==> config.mk <==
export PLATFORM = sky130hd
export DESIGN_NAME = nn_layer_sink
export DESIGN_NICKNAME = d
export VERILOG_FILES = /design/src/rtl/nn_layer_sink.sv
export SDC_FILE = /design/constraint.sdc
export NUM_CORES = 1
export LEC_CHECK = 0
export ABC_AREA = 0
export BUFFER_PORTS_ARGS = -buffer_cell sky130_fd_sc_hd__buf_2
export CAP_MARGIN = 25
export CORE_ASPECT_RATIO = 0.7
export CORE_MARGIN = 2
export CORE_UTILIZATION = 50
export CTS_BUF_LIST = sky130_fd_sc_hd__clkbuf_8 sky130_fd_sc_hd__clkbuf_16
export CTS_CLUSTER_DIAMETER = 50
export DETAILED_ROUTE_END_ITERATION = 8
export GPL_TIMING_DRIVEN = 0
export HOLD_SLACK_MARGIN = 0.15
export PLACE_DENSITY = 0.67
export SLEW_MARGIN = 20
export SYNTH_ARGS = -nofsm -noshare
export SYNTH_HDL_FRONTEND = slang
export SYNTH_SLANG_ARGS = --single-unit
==> constraint.sdc <==
create_clock -name clk_i -period 2.1 [get_ports clk_i]
set_input_delay 0.21 -clock clk_i [delete_from_list [all_inputs] [get_ports clk_i]]
set_output_delay 0.21 -clock clk_i [all_outputs]
set_load 0.02 [all_outputs]
==> src/rtl/nn_layer_sink.sv <==
// Result sink for an NN layer: buffers one frame of activations, then streams it out.
// Optional argmax tracking is enabled with macro NN_LAYER_SINK_ARGMAX_EN.
module nn_layer_sink #(
  parameter int NumEntries = 15,
  parameter int DataWidth  = 8,
  parameter int AddrWidth  = $clog2(NumEntries)
) (
  input  logic                 clk_i,
  input  logic                 reset_i,
  input  logic [AddrWidth-1:0] ram_addr_i,
  input  logic                 ram_we_i,
  input  logic [DataWidth-1:0] ram_din_i,
  output logic [DataWidth-1:0] ram_dout_o,
  input  logic                 req_i,
  output logic                 ack_o,
  output logic                 ready_o,
  output logic                 m_valid_o,
  input  logic                 m_ready_i,
  output logic [DataWidth-1:0] m_data_o,
  output logic [AddrWidth-1:0] m_index_o,
  output logic                 m_last_o
`ifdef NN_LAYER_SINK_ARGMAX_EN
  ,
  output logic [AddrWidth-1:0] argmax_o,
  output logic                 argmax_valid_o
`endif
);

  typedef enum logic [1:0] {StIdle, StAck, StDrain} state_t;

  localparam logic [AddrWidth-1:0] LastIdx = AddrWidth'(NumEntries - 1);

  state_t                 r_state;
  state_t                 w_nextState;
  logic [DataWidth-1:0]   r_mem [NumEntries];
  logic [NumEntries-1:0]  r_written;
  logic [AddrWidth-1:0]   r_index;
  logic [DataWidth-1:0]   r_dout;

  logic                   w_addrInRange;
  logic                   w_wrEn;
  logic                   w_isLast;
  logic                   w_fire;
  logic                   w_lastFire;
  logic [DataWidth-1:0]   w_beatData;

  assign w_addrInRange = (ram_addr_i <= LastIdx);
  assign w_wrEn        = (r_state == StIdle) && ram_we_i && w_addrInRange;
  assign w_isLast      = (r_index == LastIdx);
  assign w_fire        = (r_state == StDrain) && m_ready_i;
  assign w_lastFire    = w_fire && w_isLast;
  // Entries never written this frame stream as zero regardless of stale RAM contents.
  assign w_beatData    = r_written[r_index] ? r_mem[r_index] : '0;

  always_ff @(posedge clk_i) begin
    if (!reset_i) begin
      r_state <= StIdle;
    end else begin
      r_state <= w_nextState;
    end
  end

  always_comb begin
    w_nextState = r_state;
    unique case (r_state)
      StIdle:  if (req_i)      w_nextState = StAck;
      StAck:   if (!req_i)     w_nextState = StDrain;
      StDrain: if (w_lastFire) w_nextState = StIdle;
      default:                 w_nextState = StIdle;
    endcase
  end

  always_ff @(posedge clk_i) begin
    if (w_wrEn) begin
      r_mem[ram_addr_i] <= ram_din_i;
    end
  end

  always_ff @(posedge clk_i) begin
    if (!reset_i) begin
      r_index   <= '0;
      r_written <= '0;
      r_dout    <= '0;
    end else begin
      if (w_wrEn) begin
        r_written[ram_addr_i] <= 1'b1;
      end
      if (w_fire) begin
        if (w_isLast) begin
          r_index   <= '0;
          r_written <= '0;
        end else begin
          r_index <= r_index + 1'b1;
        end
      end
      if (w_addrInRange && r_written[ram_addr_i]) begin
        r_dout <= r_mem[ram_addr_i];
      end else begin
        r_dout <= '0;
      end
    end
  end

  assign ram_dout_o = r_dout;
  assign ready_o    = reset_i && (r_state == StIdle);
  assign ack_o      = (r_state == StAck);
  assign m_valid_o  = (r_state == StDrain);
  assign m_data_o   = m_valid_o ? w_beatData : '0;
  assign m_index_o  = r_index;
  assign m_last_o   = m_valid_o && w_isLast;

`ifdef NN_LAYER_SINK_ARGMAX_EN
  logic [DataWidth-1:0] r_maxVal;
  logic [AddrWidth-1:0] r_maxIdx;
  logic [AddrWidth-1:0] r_argmax;
  logic                 r_argmaxValid;
  logic                 w_newMax;

  // Strict greater-than keeps the lowest index on ties; beat 0 always seeds the max.
  assign w_newMax = (r_index == '0) || ($signed(w_beatData) > $signed(r_maxVal));

  always_ff @(posedge clk_i) begin
    if (!reset_i) begin
      r_maxVal      <= '0;
      r_maxIdx      <= '0;
      r_argmax      <= '0;
      r_argmaxValid <= 1'b0;
    end else begin
      if ((r_state == StIdle) && req_i) begin
        r_argmaxValid <= 1'b0;
      end
      if (w_fire && w_newMax) begin
        r_maxVal <= w_beatData;
        r_maxIdx <= r_index;
      end
      if (w_lastFire) begin
        r_argmax      <= w_newMax ? r_index : r_maxIdx;
        r_argmaxValid <= 1'b1;
      end
    end
  end

  assign argmax_o       = r_argmax;
  assign argmax_valid_o = r_argmaxValid;
`endif

endmodule

* Word level (Yosys, flattened, before mapping) *
Memories as Yosys holds them, arrays and structs flattened. A register that Yosys moved wholly into a read port is not among the register bits.
Index checks and enable logic that the tools add are counted.
Widths: inputs -> output; s select.

storage, ports and cells
  register bits = 21
  bits in writable memories = 120
  bits of input ports = 17
  output and inout port bits = 24
  logic and storage cells = 48
  memories kept = 1

memory list
  name   words  width  read ports  clocked after memory_dff  write ports  RTL line  text
  r_mem  15     8      2           2                         1            35        logic [DataWidth-1:0] r_mem [NumEntries];

operators by class
  add/subtract/negate cells = 1
  magnitude comparators = 4
  equal/unequal tests = 6
  muxes and demuxes = 20
  bitwise operators = 1
  reduce and logical (&&, ||, !) cells = 12

operators with widths
  kind                 number
  $mux 15              3
  $mux 8               2
  $or 15x15->15        1
  $mux 4               3
  $lt 4x5->1 const B   2
  $bmux 1 s4           2
  $logic_and 1x1->1    8
  $mux 2               3
  $pmux 2 s3           1
  $mux 1               5
  $add 4x1->4 const B  1
  $demux 1 s4          1
  $eq 4x4->1 const B   1
  $ge 4x1->1 const B   1
  $le 4x4->1 const B   1
  $ne 2x2->1 const B   2
  $reduce_and 3->1     1
  $eq 2x1->1 const B   1
  $eq 2x2->1 const B   1
  $logic_not 2->1      1
  $ne 2x1->1 const B   1
  $reduce_and 2->1     1
  $logic_not 1->1      1

* Depth between registers and ports, before layout *
Gate-level depths: netlist of run 1.

  word-level depth = 8
  depth in mapped cells = 7
  depth with buffers taken out = 6

* Least setup slack after synthesis of run 1 *
OpenSTA, ideal clock, no wires.

  path type = register to output
  from = register r_index[1], in the netlist m_index_o[1]
  to = output port m_data_o[1]
  arrival time = 1.731 ns
  required time = 1.890 ns
  slack = 0.159 ns
  stages on the path, launching flop included = 7
  buffers on the path = 1
  cell sequence = dfxtp_1 -> buf_6 -> mux2i_1 -> or4b_4 -> o2111ai_2 -> a21oi_4 -> a211oi_2

on the way
  cells in the longest elaborated chain, start to end = 4

RTL lines
  element                       RTL line  text
  start: declaration            37        logic [AddrWidth-1:0] r_index;
  start signal: assignment      93        r_index <= r_index + 1'b1;
  $bmux 1 s4                    53        assign w_beatData = r_written[r_index] ? r_mem[r_index] : '0;
  $mux 1 (not written as such)  53
  $mux 8                        53
  $mux 8                        108       assign m_data_o = m_valid_o ? w_beatData : '0;
  end: declaration              19        output logic [DataWidth-1:0] m_data_o,

No other way between the ends. The select of a mux whose other input is x is not followed.

* Worst setup path in the final report of run 1 *
  from = register r_index[0], in the netlist m_index_o[0]
  to = output port m_data_o[0]

The elaborated chain is that of the path after synthesis.

==> results of run 1 <==
==> kinds of logic (layout without fill, tap and decap cells) <==
group	count (synthesis)	count (layout)
xor gates and xnor gates	2	2
buffers and inverters	35	127
and+or+nand+nor	81	81
DFF	153	153
AOI/OAI and AO/OA	99	99
muxes	91	91
==> timing repair <==
item / in CTS / in global routing
pin swaps: 3 / 5
hold buffers: 3 / 0
resized for setup: 35 / 21
endpoints found under the setup margin: 32 / 17
hold endpoints to repair: 7 / 0
buffers inserted: 3 / 11
==> area by class of cell <==
| type | instances | area (um^2) | share of cell area |
|---|---|---|---|
| Sequential cell | 153 | 4280 | 0.500 |
| Clock buffer | 20 | 478 | 0.0559 |
| Clock inverter | 12 | 124 | 0.0145 |
| Tap cell | 190 | 238 | 0.0278 |
| Timing Repair Buffer | 61 | 438 | 0.0512 |
| Multi-Input combinational cell | 273 | 2730 | 0.319 |
| Buffer | 29 | 249 | 0.0291 |
| Inverter | 5 | 18.8 | 0.00220 |
==> cell usage after synthesis (2+ instances only) <==
library cell               count  area [um^2]
sky130_fd_sc_hd__edfxtp_1    120         3600
sky130_fd_sc_hd__mux2i_1      44          440
sky130_fd_sc_hd__dfxtp_1      33          661
sky130_fd_sc_hd__mux4_2       33          743
sky130_fd_sc_hd__nand2_1      19         71.3
sky130_fd_sc_hd__nor2_1       19         71.3
sky130_fd_sc_hd__a21oi_1      17         85.1
sky130_fd_sc_hd__o21ai_0      17         85.1
sky130_fd_sc_hd__o21a_1       16          120
sky130_fd_sc_hd__o22ai_1      14         87.6
sky130_fd_sc_hd__a22oi_1      11         82.6
sky130_fd_sc_hd__buf_2        11         55.1
sky130_fd_sc_hd__buf_4         9         67.6
sky130_fd_sc_hd__mux2_2        9          101
sky130_fd_sc_hd__nor2b_1       8         50.1
sky130_fd_sc_hd__a211oi_2      6         75.1
sky130_fd_sc_hd__nand2b_1      6         37.5
sky130_fd_sc_hd__and2_1        5         31.3
sky130_fd_sc_hd__buf_6         5         56.3
sky130_fd_sc_hd__nor3_1        5         25.0
sky130_fd_sc_hd__a211oi_1      4         30.0
sky130_fd_sc_hd__inv_1         4         15.0
sky130_fd_sc_hd__mux4_1        4          105
sky130_fd_sc_hd__o221ai_1      4         35.0
sky130_fd_sc_hd__a22o_1        2         17.5
sky130_fd_sc_hd__clkbuf_1      2         7.51
sky130_fd_sc_hd__clkbuf_8      2         27.5
sky130_fd_sc_hd__nand3b_1      2         15.0
sky130_fd_sc_hd__nand4b_1      2         17.5
sky130_fd_sc_hd__nor3b_1       2         15.0
sky130_fd_sc_hd__or2_2         2         12.5
sky130_fd_sc_hd__or3_1         2         12.5
sky130_fd_sc_hd__xnor2_1       2         17.5
==> worst max path at each step <==
stage                              startpoint  slack, ps  cells after the start                     to
floorplan           m_index_o[1]$_SDFFE_PN0N_        160                      6            m_data_o[1]
global placement                ram_addr_i[3]      -1150                      5  r_mem[0][0]$_DFFE_PP_
detailed placement              ram_addr_i[3]       -770                      5  r_mem[2][0]$_DFFE_PP_
CTS                 m_index_o[1]$_SDFFE_PN0N_       -380                      8            m_data_o[0]
global route        m_index_o[0]$_SDFFE_PN0N_       -410                      7            m_data_o[0]
finish              m_index_o[0]$_SDFFE_PN0N_       -340                      7            m_data_o[0]
==> state kept, by name, summed over array words and instances, names as in the netlist, named ones only <==
| register | flops |
|---|---|
| r_mem | 120 |
| r_written | 15 |
| ram_dout_o | 8 |
| m_index_o | 4 |
| r_state | 2 |
==> routing by layer <==
layer  wire, um  vias up
met4        518        0
met5          0        -
li1           -     2012
met2       8630      258
met1       8420     2415
met3       1980       41
==> power breakdown <==
group | internal (mW) | total (mW) | leakage, nW | switching [mW]
logic | 0.160 | 0.428 | 1.26 | 0.268
clock network | 1.88 | 3.08 | 0.308 | 1.21
registers | 3.30 | 3.32 | 1.35 | 0.0214
total | 5.34 | 6.83 | 2.92 | 1.50
==> cells in the final DEF (no fill, tap or decap), types with 3 or more instances in the layout <==
cell type / instances
sky130_fd_sc_hd__o22ai_1: 13
sky130_fd_sc_hd__dfxtp_4: 3
sky130_fd_sc_hd__nor2_1: 9
sky130_fd_sc_hd__a22oi_1: 11
sky130_fd_sc_hd__nand2b_1: 6
sky130_fd_sc_hd__nor2b_1: 8
sky130_fd_sc_hd__mux4_2: 34
sky130_fd_sc_hd__dfxtp_1: 28
sky130_fd_sc_hd__mux2_2: 8
sky130_fd_sc_hd__nand2_1: 19
sky130_fd_sc_hd__inv_1: 6
sky130_fd_sc_hd__nor2_2: 8
sky130_fd_sc_hd__dlygate4sd3_1: 3
sky130_fd_sc_hd__clkinv_2: 3
sky130_fd_sc_hd__buf_4: 28
sky130_fd_sc_hd__a211oi_2: 7
sky130_fd_sc_hd__mux2i_1: 44
sky130_fd_sc_hd__buf_12: 4
sky130_fd_sc_hd__nor3_2: 3
sky130_fd_sc_hd__and2_1: 5
sky130_fd_sc_hd__o21a_1: 16
sky130_fd_sc_hd__clkinv_4: 4
sky130_fd_sc_hd__a21oi_1: 17
sky130_fd_sc_hd__mux4_1: 3
sky130_fd_sc_hd__buf_6: 9
sky130_fd_sc_hd__clkbuf_8: 4
sky130_fd_sc_hd__buf_2: 39
sky130_fd_sc_hd__clkbuf_16: 18
sky130_fd_sc_hd__o21ai_0: 15
sky130_fd_sc_hd__edfxtp_1: 120
==> through the flow <==
stage,worst slack [ps],cell area (um^2),setup TNS (ps),instances
after floorplan,159,7090,0,461
after global placement,-1150,7510,-64720,689
after detailed placement,-768,7610,-20380,696
after CTS,-377,8390,-2410,733
after global routing,-409,8550,-2900,743
final,-339,8550,-2440,743
==> out/results.env, run 1 <==
OVERFLOW=0
ROWS=36
CRITICAL_PATH.N_BUFFERS_INVERTERS=3
HTREEDEPTH=4
GR-USAGE-ALL-LAYERS=0.267
SYNTH-ADDER-AREA-SHARE=0
SYNTH_EDF_COUNT=120
YOSYS.AREA_SHARE.SIMPLE=0.0616
NUMBER_OF_MAXIMUM_CAPACITANCE_VIOLATIONS=0
NUMCLOCKSINKS=153
DRCVIOLATIONCOUNT=0
CRIT_PATH_MAX_INCR_DELAY_PS=530
NETLIST-CELL-TYPE-COUNT=53
POST_SYNTH_INST_COUNT=461
GP_CONGESTION=0.885
GRTUSAGEMET1=0.382
POST_ROUTE_CELLS_DRIVE_ABOVE_1_SHARE=0.365
REG2REGPATHDEPTH=5
SLEW_HEADROOM=0.263
GRT_MAX_DEGREE=17
HOLDPATHSTAGES=1
SYNTHTOLAYOUTAREAGROWTH_PCT=20.6
ROUTE.DETAILED.VIAS_PER_INST=6.36
FINALCRITPERIODSHARE=1.16
POST_SYNTH_XOR_AREA_FRACTION=0.00247
TIMING.HOLD.WORST.START='ram_din_i[0]'
SYN_AREA_UM2=7090
GLOBALROUTEMET3UTIL=0.0837
FIRST_ITER_VIOLATIONS=452
TIMING.FINAL.MAX_SLEW_VIOLATIONS=0
CRIT_ARRIVAL_PS=2230
CTS-ROOT-BUF='sky130_fd_sc_hd__clkbuf_16'
DETAIL_ROUTE.WL_PER_CELL_UM=26.3
INITIAL_UTILIZATION=0.511
BUFFER_PORTS.INSERTED=38
ROUTE.FINAL.WIRE_LENGTH_UM=19500
FIRST_PASS_GRT_WIRE_LENGTH_UM=28900
YS.FLOP_TYPE='sky130_fd_sc_hd__edfxtp_1'
SYNTH_FP_NETS=478
FINAL.SETUP_SKEW_PS=8.72
CLOCKBUFFERDEPTH=2
FIN_HOLD_WS_PS=165
NUMBER_OF_ANTENNA_VIOLATIONS_AT_THE_FIRST_CHECK_IN_GLOBAL_ROUTING=0
HP-CLASS='primary input to register'
SYNTH_TOP_FAMILY_BY_AREA='multiplexers'
CLOCK_LATENCY_ON_THE_WORST_SKEW_PAIR_PS=430
CRIT_PATH_START_KIND='register'
ANTENNADIODECOUNT=0
WORSTREG2REGSTART='r_written[4]$_SDFF_PN0_'
CORE_AREA_UM2=13900
NUMBER_OF_GLOBAL_ROUTE_VIAS_BEFORE_REPAIR=4659
MAX_SLEW.WORST_PIN.SLEW_PS=1100
TIMING.CRITICAL_PATH.TO_TYPE='output port'
FINALWORSTPATHREQUIREDPERIOD_PS=2440
LAYOUT.FILLER_CELLS=1061
VIAS=4726
CRIT_PATH_TOP_DELAY_CELL='sky130_fd_sc_hd__or4b_4'
DIE-AREA_UM2=15200
FIN_HOLD_VIOLS=0
SYNTHARSTFLOPSHARE=0
MAX_CLOCK_FREQ_GHz=0.410
CRIT_FANOUT=8
ANT_NETS=0
SEQ_AREA_FRAC_SYNTH=0.602
REQUIRED_TIME_OF_THE_WORST_SETUP_PATH_PS=1890
GR-MAX-USAGE-LAYER='met2'
SYNTH.MUX.AREA_FRACTION=0.198
DIE-HEIGHT_UM=104
FIN_NETS=557
WORST_SETUP_HOLD_PATH_CLK_SLEW_PS=60
DIE_W_UM=146
PATH_CELLS='buf_8 > or4b_4 > o2111ai_4 > a21oi_4 > buf_12 > a2111oi_4 > buf_4'
P_LEAK_nW=2.92
FIRSTDRTPASSITERS=5
SYNTH.AVG_CELL_AREA_UM2=15.4
FIN_TOTAL_PWR_mW=6.83
SYNTH-COMPOUND-AREA-SHARE=0.103
FINAL_CRITICAL_PATH_SETUP_SLACK_PS=-339
WORSTREG2REGEND='ram_dout_o[1]$_SDFF_PN0_'
TIMING_WORST_SETUP_PATH_TYPE='register to output port'
FINAL_UTIL=0.616
REG2REG_SLACK_PS=50
MAX-VDD-IR-DROP_uV=566
CTS_TREE='done'
FAILED_CHECKS='setup timing'
PLACE_HPWL_UM=13000
STATUS='finished, violations left'
CRITICAL_PATH.TOP_DELAY_FAMILY='simple AND/OR/NAND/NOR gates'
REPORT.FINAL.SETUP_VIOL=8
CTS_BUFFERS=17
SYNTH.FF_LATCH_COUNT=153
POWERDENSITY_nW_PER_UM2=800
GLOBALROUTEMET2UTIL=0.386
YS_WARN_COUNT=0
GRT_SETUP_UNREPAIRED='true'
WORST_HOLD_PATH.ENDPOINT='r_mem[11][0]$_DFFE_PP_'
DESIGN.PORTCOUNT=41
Power figures use the tool's default switching activity.
==> inputs of run 2 (changes only) <==
- clock period: 2.1 -> 3.1 ns (I/O delays scaled with it)
==> run 2 against run 1 <==
  * The run now ends clean
  * Die area stayed put
  * Critical path depth is 1 lower
  * Via count decreased by 1.9%
  * Routed wire length shrank 0.57%
  * Critical endpoint is now m_data_o[4]
  * Critical path type unchanged
  * Clock power is 32% lower
  * Sequential power shrank 32%
  * Setup slack better by 610 ps
  * Final cell count down 1.9%
  * Sequential share of layout area up 1.8 points
  * Register-to-register slack gained 960 ps
  * Highest routed layer unchanged
  * Global-route usage is 0.12 points lower
==> out/results.env, run 2 (synthesis gave the netlist of run 1 again) <==
GRT_SETUP_UNREPAIRED='false'
PLACED_CELLS_INCL_TAPS=696  # unchanged
DETAIL_ROUTE.WL_PER_CELL_UM=26.7  # +1.3%
OVERFLOW=0  # unchanged
POST_ROUTE_CELLS_DRIVE_ABOVE_1_SHARE=0.317  # -0.0480
ROUTE.FINAL.WIRE_LENGTH_UM=19400  # -0.57%
DIE-HEIGHT_UM=104  # unchanged
VIAS=4636  # -1.9%
COMB_POWER_SHARE=0.060  # -0.003
REG2REGPATHDEPTH=4  # -1
MAX_SLEW.WORST_PIN.SLEW_PS=1110  # +6.68 ps
GR-USAGE-ALL-LAYERS=0.266  # -0.00119
CLOCK_LATENCY_ON_THE_WORST_SKEW_PAIR_PS=430  # about the same
REQUIRED_TIME_OF_THE_WORST_SETUP_PATH_PS=2790  # +900 ps
CTS_TREE='done'
GRT_MAX_DEGREE=17  # unchanged
LARGEST_REGISTER_FFS=120  # unchanged
TIMING.FINAL.MAX_SLEW_VIOLATIONS=0  # unchanged
NUMBER_OF_MAXIMUM_CAPACITANCE_VIOLATIONS=0  # unchanged
CRITICAL_PATH.TOP_DELAY_FAMILY='multiplexers'
FINALCRITPERIODSHARE=0.912
TIMING.CRITICAL_PATH.TO_TYPE='output port'
NUMBER_OF_GLOBAL_ROUTE_VIAS_BEFORE_REPAIR=4651  # -0.17%
CRIT_PATH_MAX_INCR_DELAY_PS=590  # +60 ps
BUFFER_PORTS.INSERTED=38  # unchanged
WORST_SETUP_HOLD_PATH_CLK_SLEW_PS=60  # about the same
MAX_CLOCK_FREQ_GHz=0.354
DPL-INSTANCE-AREA_UM2=7610  # unchanged
SYNTHTOLAYOUTAREAGROWTH_PCT=16.1
REGMOSTFLOPS='r_mem'
STATUS='completed'
POWER.INTERNAL_mW=3.61  # -32%
FINAL_CRITICAL_PATH_SETUP_SLACK_PS=272  # +611 ps
FIRST_ITER_VIOLATIONS=415  # -8.2%
FIRSTDRTPASSITERS=6  # +1
POWERDENSITY_nW_PER_UM2=562  # -30%
CTS-ROOT-BUF='sky130_fd_sc_hd__clkbuf_16'
TIMING_WORST_SETUP_PATH_TYPE='register to output port'
HTREEDEPTH=4  # unchanged
HOLDPATHSTAGES=2  # +1
SLEW_HEADROOM=0.258  # -0.00447
CRIT_PATH_TOP_DELAY_CELL='sky130_fd_sc_hd__mux4_1'
CRITICAL_PATH.N_BUFFERS_INVERTERS=1  # -2
CTS_BUFFERS=17  # unchanged
REPORT.FINAL.SETUP_VIOL=0  # -8
ANTENNADIODECOUNT=0  # unchanged
POWER_SWITCHING_SHARE=0.220  # +0.000993
CLOCKBUFFERDEPTH=2  # unchanged
CORE_AREA_UM2=13900  # unchanged
FINAL.SETUP_SKEW_PS=7.76  # -0.953 ps
FINAL-INSTANCE-COUNT-EXCL-FILL=729  # -1.9%
CLOCK_POWER_SHARE=0.453  # +0.002
ROUTE.DETAILED.VIAS_PER_INST=6.36  # about the same
FINAL_UTIL=0.593  # -0.0230
FIRST_PASS_GRT_WIRE_LENGTH_UM=28900  # -0.12%
MAX-VDD-IR-DROP_uV=384  # -32%
FIN_HOLD_VIOLS=0  # unchanged
NET-SWITCHING-POWER_mW=1.02  # -32%
LAYOUT.FILLER_CELLS=1090  # +2.7%
P_LEAK_nW=2.81  # -3.6%
CTS.HOLD.BUFFERS_ADDED=1  # -2
MULTI_INPUT_AREA_UM2=2620  # -3.8%
DESIGN.PORTCOUNT=41  # unchanged
CRIT_FANOUT=8  # unchanged
PATH_CELLS='mux4_1 > nor2_1 > nor4_2 > a21oi_4 > a211oi_2 > buf_2'
HP-CLASS='primary input to register'
LAYOUT.CELLS.MOST_COMMON_LIST='sky130_fd_sc_hd__edfxtp_1 (120), sky130_fd_sc_hd__buf_2 (49), sky130_fd_sc_hd__mux2i_1 (44)'
FINALWORSTPATHREQUIREDPERIOD_PS=2830
INITIAL_UTILIZATION=0.511  # unchanged
CRIT_ARRIVAL_PS=2520  # +290 ps
GP_CONGESTION=0.885  # unchanged
DIE_W_UM=146  # unchanged
CTS_SETUP_BUFFERS=0  # -3
FIN_TOTAL_PWR_mW=4.63  # -32%
NUMBER_OF_ANTENNA_VIOLATIONS_AT_THE_FIRST_CHECK_IN_GLOBAL_ROUTING=0  # unchanged
DIE-AREA_UM2=15200  # unchanged
LAYOUT.CELL_AREA.NON_FILLER_UM2=8230  # -3.7%
TIMING.CRITICAL_PATH.DEPTH=6  # -1
PLACEMENT.SETUP.WORST_SLACK_PS=132  # +900 ps
CTSRESIZECOUNT=0  # -100%
DRCVIOLATIONCOUNT=0  # unchanged
FF_LATCH_AREA_UM2=4260  # -0.32%
PLACE_HPWL_UM=13000  # unchanged
NUMCLOCKSINKS=153  # unchanged
FIN_HOLD_WS_PS=234  # +69.2 ps
SETUP_TNS_PS=0  # +2440 ps
SEQUENTIALPOWERSHARE=0.487  # about the same
FINAL_COMMON_CELL='sky130_fd_sc_hd__edfxtp_1'
CRIT_PATH_START_KIND='register'
FIN_NETS=543  # -2.5%
ANT_NETS=0  # unchanged
ROWS=36  # unchanged
run 2: changes by cell type in the layout (fill, tap and decap cells not counted), moves of 3 or more:
cell,change
sky130_fd_sc_hd__dfxtp_1,+5
sky130_fd_sc_hd__buf_12,-4
sky130_fd_sc_hd__buf_4,-16
sky130_fd_sc_hd__nor2_1,+4
sky130_fd_sc_hd__buf_2,+10
sky130_fd_sc_hd__dfxtp_4,-3
run 2: power by group through the flow:
stage	clock (mW)	sequential, mW	combinational (mW)
final	2.10	2.25	0.278
after global routing	2.19	2.25	0.293
after CTS	2.10	2.25	0.272
after detailed placement	0	2.30	0.269
after global placement	0	2.29	0.257
after floorplan	0	2.30	0.157
run 2: routing by layer:
| layer | share of wire | track usage | vias to the layer above |
|---|---|---|---|
| li1 | - | - | 1993 |
| met2 | 0.44 | 0.386 | 247 |
| met5 | 0 | 0 | - |
| met1 | 0.43 | 0.379 | 2356 |
| met3 | 0.10 | 0.0828 | 40 |
| met4 | 0.025 | 0.0985 | 0 |
run 2: path summary, 6_finish.rpt:
check,from,to,slack (ps)
max reg2reg,r_state[0]$_SDFFE_PN0P_,r_mem[6][1]$_DFFE_PP_,1010
min,reset_i,m_index_o[3]$_SDFFE_PN0N_,230
min reg2reg,r_written[5]$_SDFF_PN0_,r_written[5]$_SDFF_PN0_,500
max,m_index_o[0]$_SDFFE_PN0N_,m_data_o[4],270
run 2: layout make-up:
class / count / area share
Sequential cell: 153 / 0.518
Multi-Input combinational cell: 273 / 0.319
Clock inverter: 12 / 0.0151
Tap cell: 190 / 0.0289
Timing Repair Buffer: 46 / 0.0325
Buffer: 30 / 0.0265
Inverter: 5 / 0.00228
Clock buffer: 20 / 0.0581
run 2: worst register-to-register path, stage by stage, from the launching register on:
cell and delay (ps):
sky130_fd_sc_hd__dfxtp_1 370, sky130_fd_sc_hd__nor3b_1 340, sky130_fd_sc_hd__nand2_1 200, sky130_fd_sc_hd__nor2_1 620, sky130_fd_sc_hd__buf_4 280
==> inputs of run 3 (changes only) <==
- CORE_UTILIZATION: 50 -> 60
- PLACE_DENSITY: 0.67 -> 0.79
==> run 3 against run 2 <==
  * Core utilization increased by 11 points
  * Maximum frequency grew 2.8%
  * Final cell count decreased by 3.7%
  * Routed wire length fell by 0.20%
  * Hold slack better by 17 ps
  * Sequential power about the same
  * Die area fell by 16%
  * Sequential share of layout area is 0.11 points higher
  * Critical path type unchanged
  * Largest cell class unchanged
==> out/results.env, run 3 (synthesis gave the netlist of run 1 again) <==
ROWS=33  # -8.3%
FIN_TOTAL_PWR_mW=4.57  # -1.2%
MAX_CLOCK_FREQ_GHz=0.364  # +2.8%
FIRSTDRTPASSITERS=5  # -1
FIRST_ITER_VIOLATIONS=654  # +58%
P_LEAK_nW=2.84  # +0.81%
FINALWORSTPATHREQUIREDPERIOD_PS=2750  # -77.3 ps
MAX_SLEW.WORST_PIN.SLEW_PS=963  # -145 ps
GR-USAGE-ALL-LAYERS=0.328  # +0.0628
TIMING.CRITICAL_PATH.TO_TYPE='output port'
NUMBER_OF_ANTENNA_VIOLATIONS_AT_THE_FIRST_CHECK_IN_GLOBAL_ROUTING=0  # unchanged
BUFFER_PORTS.INSERTED=38  # unchanged
FIRST_PASS_GRT_WIRE_LENGTH_UM=29300  # +1.3%
GRTUSAGEMET1=0.446  # +0.0672
GP_CONGESTION=0.867  # -2.0%
HP-CLASS='primary input to register'
FINAL_UTIL=0.708  # +0.115
POWERDENSITY_nW_PER_UM2=557  # -1.0%
REPORT.FINAL.SETUP_VIOL=0  # unchanged
CTS.HOLD.BUFFERS_ADDED=1  # unchanged
DRCVIOLATIONCOUNT=0  # unchanged
OVERFLOW=0  # unchanged
SYNTHTOLAYOUTAREAGROWTH_PCT=15.9
STATUS='completed'
SLEW_HEADROOM=0.355  # +0.0971
VIAS=4870  # +5.0%
NET-SWITCHING-POWER_mW=1.02  # -0.13%
DESIGN.PORTCOUNT=41  # unchanged
CRIT_PATH_START_KIND='register'
DETAIL_ROUTE.WL_PER_CELL_UM=27.6  # +3.6%
GR-MAX-USAGE-LAYER='met2'
POWER_SWITCHING_SHARE=0.223  # +0.00244
FINALCRITPERIODSHARE=0.887  # -0.0249
CLOCK_LATENCY_ON_THE_WORST_SKEW_PAIR_PS=430  # about the same
CTS_BUFFERS=17  # unchanged
REGMOSTFLOPS='r_mem'
GLOBALROUTEMET3UTIL=0.101  # +0.0186
POWER.INTERNAL_mW=3.55  # -1.5%
DIE-HEIGHT_UM=94.9  # -8.4%
ANTENNADIODECOUNT=0  # unchanged
ROUTE.DETAILED.VIAS_PER_INST=6.94  # +9.1%
FIN_NETS=549  # +1.1%
COMB_POWER_SHARE=0.061  # about the same
CTS-ROOT-BUF='sky130_fd_sc_hd__clkbuf_16'
GLOBALROUTEMET2UTIL=0.504  # +0.118
POST_ROUTE_CELLS_DRIVE_ABOVE_1_SHARE=0.316  # -0.00166
GRT_SETUP_UNREPAIRED='false'
INITIAL_UTILIZATION=0.611  # +0.100
REQUIRED_TIME_OF_THE_WORST_SETUP_PATH_PS=2790  # about the same
CTS_TREE='done'
DIE-AREA_UM2=12700  # -16%
CTSRESIZECOUNT=0  # unchanged
GRT_MAX_DEGREE=17  # unchanged
SEQUENTIALPOWERSHARE=0.493  # +0.006
LAYOUT.CELLS.MOST_COMMON_LIST='sky130_fd_sc_hd__edfxtp_1 (120), sky130_fd_sc_hd__buf_2 (49), sky130_fd_sc_hd__mux2i_1 (44)'
TIMING.FINAL.MAX_SLEW_VIOLATIONS=0  # unchanged
CRIT_ARRIVAL_PS=2440  # -80 ps
NUMCLOCKSINKS=153  # unchanged
FIN_HOLD_WS_PS=251  # +17.4 ps
NUMBER_OF_MAXIMUM_CAPACITANCE_VIOLATIONS=0  # unchanged
DIE_W_UM=134  # -8.5%
HTREEDEPTH=4  # unchanged
MAX-VDD-IR-DROP_uV=432  # +12%
LARGEST_REGISTER_FFS=120  # unchanged
WORST_SETUP_HOLD_PATH_CLK_SLEW_PS=70  # about the same
FINAL_COMMON_CELL='sky130_fd_sc_hd__edfxtp_1'
NUMBER_OF_GLOBAL_ROUTE_VIAS_BEFORE_REPAIR=4837  # +4.0%
CTS_SETUP_BUFFERS=0  # unchanged
CLOCKBUFFERDEPTH=2  # unchanged
ANT_NETS=0  # unchanged
FIN_HOLD_VIOLS=0  # unchanged
PLACE_HPWL_UM=13400  # +2.5%
ROUTE.FINAL.WIRE_LENGTH_UM=19400  # -0.20%
FINAL.SETUP_SKEW_PS=7.01  # -0.756 ps
CORE_AREA_UM2=11600  # -16%
CRIT_FANOUT=8  # unchanged
CLOCK_POWER_SHARE=0.446  # -0.007
TIMING_WORST_SETUP_PATH_TYPE='register to output port'
==> run 3: cell count changes in the layout (fill, tap and decap cells not counted), sizes merged <==
cell	before	now
buf	71	77
bufinv	2	1
clkinv	7	4
clkinvlp	0	2
inv	8	10
==> run 3: per-layer routing <==
| metal | wire length (um) | vias up |
|---|---|---|
| li1 | - | 2006 |
| met2 | 8960 | 361 |
| met4 | 529 | 0 |
| met1 | 7680 | 2440 |
| met5 | 0 | - |
| met3 | 2230 | 63 |
==> run 3: through the flow <==
| step | area [um^2] | TNS (ps) | setup WS, ps | instances |
|---|---|---|---|---|
| floorplan | 7090 | 0 | 1060 | 461 |
| global placement | 7470 | -1290 | -161 | 656 |
| detailed placement | 7580 | 0 | 198 | 666 |
| CTS | 8180 | 0 | 393 | 699 |
| global route | 8210 | 0 | 289 | 702 |
| finish | 8210 | 0 | 349 | 702 |
==> run 3: layout make-up <==
cell class | instances | area [um^2]
buffer | 30 | 218
clock buffer | 20 | 489
clock inverter | 12 | 97.6
fill | 765 | 3390
inverter | 5 | 18.8
multi-input combinational | 273 | 2610
sequential | 153 | 4260
tap | 157 | 196
timing repair buffer | 52 | 317
==> run 3: final timing paths <==
kind / from / endpoint / slack, ps / depth (start not counted)
worst max-delay path: m_index_o[0]$_SDFFE_PN0N_ / m_data_o[4] / 350 / 6
worst min-delay path: reset_i / r_state[0]$_SDFFE_PN0P_ / 250 / 3
worst max register to register: r_state[0]$_SDFFE_PN0P_ / r_mem[3][5]$_DFFE_PP_ / 1000 / 4
worst min register to register: r_written[5]$_SDFF_PN0_ / r_written[5]$_SDFF_PN0_ / 500 / 1
==> run 3: power by group through the flow <==
stage	registers [mW]	clock network, mW	logic, mW
after floorplan	2.30	0	0.157
after global placement	2.29	0	0.251
after detailed placement	2.30	0	0.267
after CTS	2.25	2.04	0.271
after global routing	2.25	2.13	0.292
final	2.25	2.04	0.278
==> run 3: worst max-delay path: stages, from the launching register on <==
cell,delay (ps)
sky130_fd_sc_hd__dfxtp_1,450
sky130_fd_sc_hd__mux4_1,600
sky130_fd_sc_hd__nor2_1,170
sky130_fd_sc_hd__nor4_2,80
sky130_fd_sc_hd__a21oi_4,400
sky130_fd_sc_hd__a211oi_2,100
sky130_fd_sc_hd__buf_2,210
